### src/rtl/uart_rx_framed.sv
`default_nettype none
// ============================================================================
// Module      : uart_rx_framed
// Description : UART receiver assembling W_OUT/BITS_PER_WORD serial words into
//               one parallel frame, with parity/framing/overrun reporting.
// Revision    : 1.0 - initial release
// ============================================================================
module uart_rx_framed #(
    parameter int CLOCKS_PER_PULSE = 4,
    parameter int BITS_PER_WORD    = 8,
    parameter int W_OUT            = 24,
    parameter int PARITY           = 0,
    parameter int STOP_BITS        = 1,
    parameter int SYNC_STAGES      = 2
) (
    input  logic             clk,
    input  logic             rstn,
    input  logic             rx,
    input  logic             m_ready,
    output logic             m_valid,
    output logic [W_OUT-1:0] m_data,
    output logic             err_frame,
    output logic             err_parity,
    output logic             err_overrun
);

    localparam int c_NUM_WORDS = W_OUT / BITS_PER_WORD;
    localparam int c_CW = ($clog2(CLOCKS_PER_PULSE) > 1) ? $clog2(CLOCKS_PER_PULSE) : 1;
    localparam int c_BW = ($clog2(BITS_PER_WORD) > 1) ? $clog2(BITS_PER_WORD) : 1;
    localparam int c_WW = ($clog2(c_NUM_WORDS) > 1) ? $clog2(c_NUM_WORDS) : 1;

    localparam logic [c_CW-1:0] c_HALF_LAST = c_CW'(CLOCKS_PER_PULSE / 2 - 1);
    localparam logic [c_CW-1:0] c_FULL_LAST = c_CW'(CLOCKS_PER_PULSE - 1);
    localparam logic [c_BW-1:0] c_BIT_LAST  = c_BW'(BITS_PER_WORD - 1);
    localparam logic [c_WW-1:0] c_WORD_LAST = c_WW'(c_NUM_WORDS - 1);
    localparam logic            c_STOP_LAST = 1'(STOP_BITS - 1);
    localparam logic            c_ODD       = (PARITY == 2);

    localparam logic [2:0] c_IDLE   = 3'd0;
    localparam logic [2:0] c_START  = 3'd1;
    localparam logic [2:0] c_DATA   = 3'd2;
    localparam logic [2:0] c_PARITY = 3'd3;
    localparam logic [2:0] c_STOP   = 3'd4;

    logic [SYNC_STAGES-1:0]   r_sync;
    logic [2:0]               r_state;
    logic [c_CW-1:0]          r_clk;
    logic [c_BW-1:0]          r_bit;
    logic                     r_stop;
    logic [c_WW-1:0]          r_words;
    logic [BITS_PER_WORD-1:0] r_word;
    logic [W_OUT-1:0]         r_frame;
    logic                     r_par;
    logic                     r_bad_par;
    logic                     r_bad_frame;

    logic                     w_rxs;
    logic                     w_tick;
    logic                     w_out_free;
    logic [BITS_PER_WORD-1:0] w_word_shift;
    logic [W_OUT-1:0]         w_frame_next;

    assign w_rxs      = r_sync[SYNC_STAGES-1];
    assign w_tick     = (r_clk == c_FULL_LAST);
    assign w_out_free = !m_valid || m_ready;

    if (BITS_PER_WORD > 1) begin : g_shift_wide
        assign w_word_shift = {w_rxs, r_word[BITS_PER_WORD-1:1]};
    end else begin : g_shift_single
        assign w_word_shift = w_rxs;
    end

    // Frame as it would look with the just-finished word dropped into its slot.
    always_comb begin
        w_frame_next = r_frame;
        w_frame_next[r_words*BITS_PER_WORD +: BITS_PER_WORD] = r_word;
    end

    always_ff @(posedge clk or negedge rstn) begin
        if (!rstn) begin
            r_sync      <= '1;
            r_state     <= c_IDLE;
            r_clk       <= '0;
            r_bit       <= '0;
            r_stop      <= 1'b0;
            r_words     <= '0;
            r_word      <= '0;
            r_frame     <= '0;
            r_par       <= 1'b0;
            r_bad_par   <= 1'b0;
            r_bad_frame <= 1'b0;
            m_valid     <= 1'b0;
            m_data      <= '0;
            err_frame   <= 1'b0;
            err_parity  <= 1'b0;
            err_overrun <= 1'b0;
        end else begin
            r_sync      <= {r_sync[SYNC_STAGES-2:0], rx};
            err_frame   <= 1'b0;
            err_parity  <= 1'b0;
            err_overrun <= 1'b0;
            if (m_valid && m_ready) begin
                m_valid <= 1'b0;
            end

            case (r_state)
                c_IDLE: begin
                    if (!w_rxs) begin
                        r_state     <= c_START;
                        r_clk       <= '0;
                        r_bit       <= '0;
                        r_stop      <= 1'b0;
                        r_par       <= 1'b0;
                        r_bad_par   <= 1'b0;
                        r_bad_frame <= 1'b0;
                    end
                end

                c_START: begin
                    if (r_clk == c_HALF_LAST) begin
                        r_clk   <= '0;
                        r_state <= w_rxs ? c_IDLE : c_DATA;
                    end else begin
                        r_clk <= r_clk + 1'b1;
                    end
                end

                c_DATA: begin
                    if (w_tick) begin
                        r_clk  <= '0;
                        r_word <= w_word_shift;
                        r_par  <= r_par ^ w_rxs;
                        if (r_bit == c_BIT_LAST) begin
                            r_bit   <= '0;
                            r_state <= (PARITY != 0) ? c_PARITY : c_STOP;
                        end else begin
                            r_bit <= r_bit + 1'b1;
                        end
                    end else begin
                        r_clk <= r_clk + 1'b1;
                    end
                end

                c_PARITY: begin
                    if (w_tick) begin
                        r_clk   <= '0;
                        r_state <= c_STOP;
                        if ((r_par ^ w_rxs) != c_ODD) begin
                            r_bad_par <= 1'b1;
                        end
                    end else begin
                        r_clk <= r_clk + 1'b1;
                    end
                end

                c_STOP: begin
                    if (w_tick) begin
                        r_clk <= '0;
                        if (r_stop == c_STOP_LAST) begin
                            // Leave at mid-stop so a back-to-back start edge is not missed.
                            r_state <= c_IDLE;
                            if (r_bad_frame || !w_rxs) begin
                                err_frame <= 1'b1;
                                r_words   <= '0;
                            end else if (r_bad_par) begin
                                err_parity <= 1'b1;
                                r_words    <= '0;
                            end else if (r_words == c_WORD_LAST) begin
                                r_words <= '0;
                                if (w_out_free) begin
                                    m_data  <= w_frame_next;
                                    m_valid <= 1'b1;
                                end else begin
                                    err_overrun <= 1'b1;
                                end
                            end else begin
                                r_frame <= w_frame_next;
                                r_words <= r_words + 1'b1;
                            end
                        end else begin
                            r_stop <= 1'b1;
                            if (!w_rxs) begin
                                r_bad_frame <= 1'b1;
                            end
                        end
                    end else begin
                        r_clk <= r_clk + 1'b1;
                    end
                end

                default: begin
                    r_state <= c_IDLE;
                end
            endcase
        end
    end

endmodule
`default_nettype wire

### config.mk
export PLATFORM = sky130hd
export DESIGN_NAME = uart_rx_framed
export DESIGN_NICKNAME = d
export VERILOG_FILES = /design/src/rtl/uart_rx_framed.sv
export SDC_FILE = /design/constraint.sdc
export NUM_CORES = 1
export LEC_CHECK = 0
export CAP_MARGIN = 10
export CORE_MARGIN = 2
export CORE_UTILIZATION = 57
export CTS_CLUSTER_DIAMETER = 60
export DETAILED_ROUTE_END_ITERATION = 6
export PLACE_DENSITY = 0.85
export SYNTH_ARGS = -nofsm -noshare
export SYNTH_HDL_FRONTEND = slang
export SYNTH_SLANG_ARGS = --single-unit
### constraint.sdc
create_clock -name clk -period 2.05 [get_ports clk]
set_input_delay 0.205 -clock clk [delete_from_list [all_inputs] [get_ports clk]]
set_output_delay 0.205 -clock clk [all_outputs]
set_load 0.01 [all_outputs]
==> load_flow_metrics.sql <==
INSERT INTO impl_metrics (metric_group, metric, value, unit) VALUES
('pwr', 'pwr_density_cell', '944.7', 'nW/um^2'),
('floorplan', 'design.core.area', '5886', 'um^2'),
('setup_path', 'critical_path_arrival', '2.13', 'ns'),
('setup_path', 'critPathCaptureType', 'flop', ''),
('grt', 'vias_in_the_first_global_route', '2240', ''),
('final_layout', 'areaGrowthSynthToFinish', '17.39', '%'),
('cts', 'htree_num_levels', '3', ''),
('pwr', 'finalPower', '0.003845', 'W'),
('status', 'status', 'finished clean', ''),
('logic_synthesis', 'synth_cell_types', '44', ''),
('final_layout', 'share_of_layout_cells_above_drive_strength_1', '0.2244', ''),
('logic_synthesis', 'ys_ff_latch', '75', ''),
('grt', 'antenna_found_initial', '0', ''),
('routing', 'viasPerCell', '6.016', ''),
('floorplan', 'design.portCount', '32', ''),
('floorplan', 'initial_utilization', '0.5891', ''),
('sta', 'clock_skew', '0.01623', 'ns'),
('cts', 'tritoncts', 'yes', ''),
('routing', 'drc', '0', ''),
('pwr', 'share_clk_of_total_power', '0.320', ''),
('grt', 'grt_start_max_net_pins', '76', ''),
('sta', 'rsz0062_at_grt', 'false', ''),
('routing', 'dr_total_vias', '2274', ''),
('placement', 'detailedPlacementHpwl', '4386', 'um'),
('cts', 'ctsHoldBuffers', '1', ''),
('grt', 'groute.usage.overall', '0.2265', ''),
('floorplan', 'dieHeight', '81.99', 'um'),
('cts', 'post_cts.repair.setup_buffers', '0', ''),
('setup_path', 'r2r_end', 'r_frame[5]', ''),
('logic_synthesis', 'netlist.top_cell.by_area', 'sky130_fd_sc_hd__dfrtp_1', ''),
('logic_synthesis', 'synthesis.nets', '283', ''),
('final_layout', 'insertedDiodeCount', '0', ''),
('setup_path', 'crit_fanout', '8', ''),
('routing', 'route.antenna.remaining_nets', '0', ''),
('sta', 'timing.final.max_slew_violations', '0', ''),
('pwr', 'internal_power', '0.002682', 'W'),
('setup_path', 'slowest_stage', 'sky130_fd_sc_hd__nor4b_2', ''),
('routing', 'drt_first_iter_violations', '187', ''),
('final_layout', 'finish.net_count', '311', ''),
('logic_synthesis', 'seq_area_frac_synth', '0.5420', ''),
('final_layout', 'fillers', '393', ''),
('setup_path', 'ff2ff_setup_slack', '0.15', 'ns'),
('pwr', 'power.share.switching', '0.3025', ''),
('logic_synthesis', 'synth_async_sr_flop_share', '1.000', ''),
('setup_path', 'worstReg2RegStart', 'r_words[0]', ''),
('pwr', 'total_leakage_power', '1.954', 'nW'),
('worst_hold_path', 'min_to', 'r_sync[0]', ''),
('run', 'max_cap_violations', '0', ''),
('sta', 'max_slew_margin', '0.6685', ''),
('grt', 'grt_remaining_overflow', '0', ''),
('routing', 'drt-total-wl', '6718', 'um'),
('cts', 'cts-root-to-sink-buffers', '2', ''),
('setup_path', 'r2r_cells', '5', ''),
('setup_path', 'critical_path_class', 'reg -> reg', ''),
('logic_synthesis', 'synth.area.top_cells', 'sky130_fd_sc_hd__dfrtp_1, sky130_fd_sc_hd__a22o_1, sky130_fd_sc_hd__mux2_4', ''),
('pwr', 'irDropWorstVdd', '0.5961', 'mV'),
('floorplan', 'fp.dieW', '81.99', 'um'),
('routing', 'route.detailed.wl_per_inst', '17.77', 'um'),
('logic_synthesis', 'count_of_flip_flops_with_a_built_in_enable_after_synthesis', '0', ''),
('pwr', 'net-switching-power', '0.001163', 'W'),
('grt', 'wire_length_of_the_first_global_routing_pass', '11140', 'um'),
('pwr', 'comb_power_share', '0.217', ''),
('setup_path', 'worst_path_largest_cell_delay', '0.46', 'ns'),
('placement', 'place.port_buffers', '31', ''),
('final_layout', 'layout.core_utilization', '0.6915', ''),
('final_layout', 'number_of_standard_cells_in_the_layout_taps_in_and_fillers_out', '378', ''),
('floorplan', 'floorplan.rows', '28', ''),
('logic_synthesis', 'yosys_warnings', '0', ''),
('worst_hold_path', 'hold_class', 'in -> reg', ''),
('pwr', 'pwr-share-seq', '0.464', ''),
('worst_hold_path', 'worstHoldPathCells', '1', '');
[cells by family after synthesis]
family	share of synthesized area
flops	0.5420
compound gates	0.1494
simple gates	0.08553
buf+inv	0.05593
mux	0.1321
fa+ha+maj	0.03248
xor+xnor	0.002527
[layout make-up]
cell class	instances	area [um^2]	area share
Inverter	17	63.81	0.01568
Clock buffer	9	123.9	0.03043
Timing Repair Buffer	43	422.9	0.1039
Clock inverter	7	92.59	0.02275
Multi-Input combinational cell	152	1394	0.3425
Tap cell	75	93.84	0.02306
Sequential cell	75	1879	0.4617
[per-layer routing]
layer  GRT usage  vias to the layer above  part of all wire
met5           0                        -                 0
met4      0.1183                        0             0.031
met3     0.04945                       17             0.037
met2      0.3561                       48              0.49
met1      0.2940                     1173              0.45
li1            -                     1036                 -
[how the worst max path moves through the flow]
stage               slack, ns  cells after the start          to  startpoint
finish                   0.15                      5  r_frame[5]  r_words[0]
global route             0.07                      5  m_data[19]  r_words[1]
CTS                      0.17                      5  m_data[18]  r_words[1]
floorplan                0.23                      7   m_data[0]  r_words[0]
detailed placement       0.18                      5  m_data[18]  r_words[1]
global placement         0.28                      3  r_frame[3]   r_sync[1]
[sequential cells by signal (all words and copies together), names as in the netlist]
name / flops
err_frame: 1
err_overrun: 1
err_parity: 1
m_data: 24
m_valid: 1
r_bad_frame: 1
r_bad_par: 1
r_bit: 3
r_clk: 2
r_frame: 24
r_par: 1
r_state: 3
r_sync: 2
r_word: 8
r_words: 2
[stage by stage]
| stage | setup slack, ns | instance area, um^2 | hold WS (ns) |
|---|---|---|---|
| finish | 0.1541 | 4070 | 0.2608 |
| global route | 0.06634 | 4070 | 0.2634 |
| CTS | 0.1704 | 4070 | 0.2561 |
| detailed placement | 0.1793 | 3844 | 0.2693 |
| global placement | 0.2777 | 3844 | 0.2665 |
| floorplan | 0.2350 | 3467 | -0.09059 |
[worst reg2reg max path, cell delays in order (launching register included)]
cell                      delay [ns]
sky130_fd_sc_hd__dfrtp_1        0.35
sky130_fd_sc_hd__inv_1          0.08
sky130_fd_sc_hd__ha_1           0.26
sky130_fd_sc_hd__nor4b_2        0.46
sky130_fd_sc_hd__nand3_1        0.34
sky130_fd_sc_hd__a22o_1         0.29
[power by group through the flow]
| stage | registers (W) | logic, W | clock network, W |
|---|---|---|---|
| 2_1_floorplan | 0.00173 | 0.000637 | 0 |
| 6_report | 0.00178 | 0.000834 | 0.00123 |
| 4_1_cts | 0.00178 | 0.000834 | 0.00124 |
| 3_3_place_gp | 0.00180 | 0.000778 | 0 |
| 5_1_grt | 0.00181 | 0.000928 | 0.00131 |
| 3_5_place_dp | 0.00180 | 0.000827 | 0 |
[cell usage in the layout, fill, tap and decap left out, drive strengths merged, types with 3 or more instances in the layout]
master         instances
nor3b                  3
o21ai                  3
inv                   17
dfrtp                 73
a21oi                  3
nor4bb                 3
a211o                  3
o22ai                  9
a22o                  39
ha                     9
clkinvlp               3
nand3                  4
clkdlybuf4s50         30
nand2                 12
buf                   12
nor2                   4
clkbuf                 9
mux2                  34
and3                   3
Note: power is estimated with default switching activity, not from simulation.
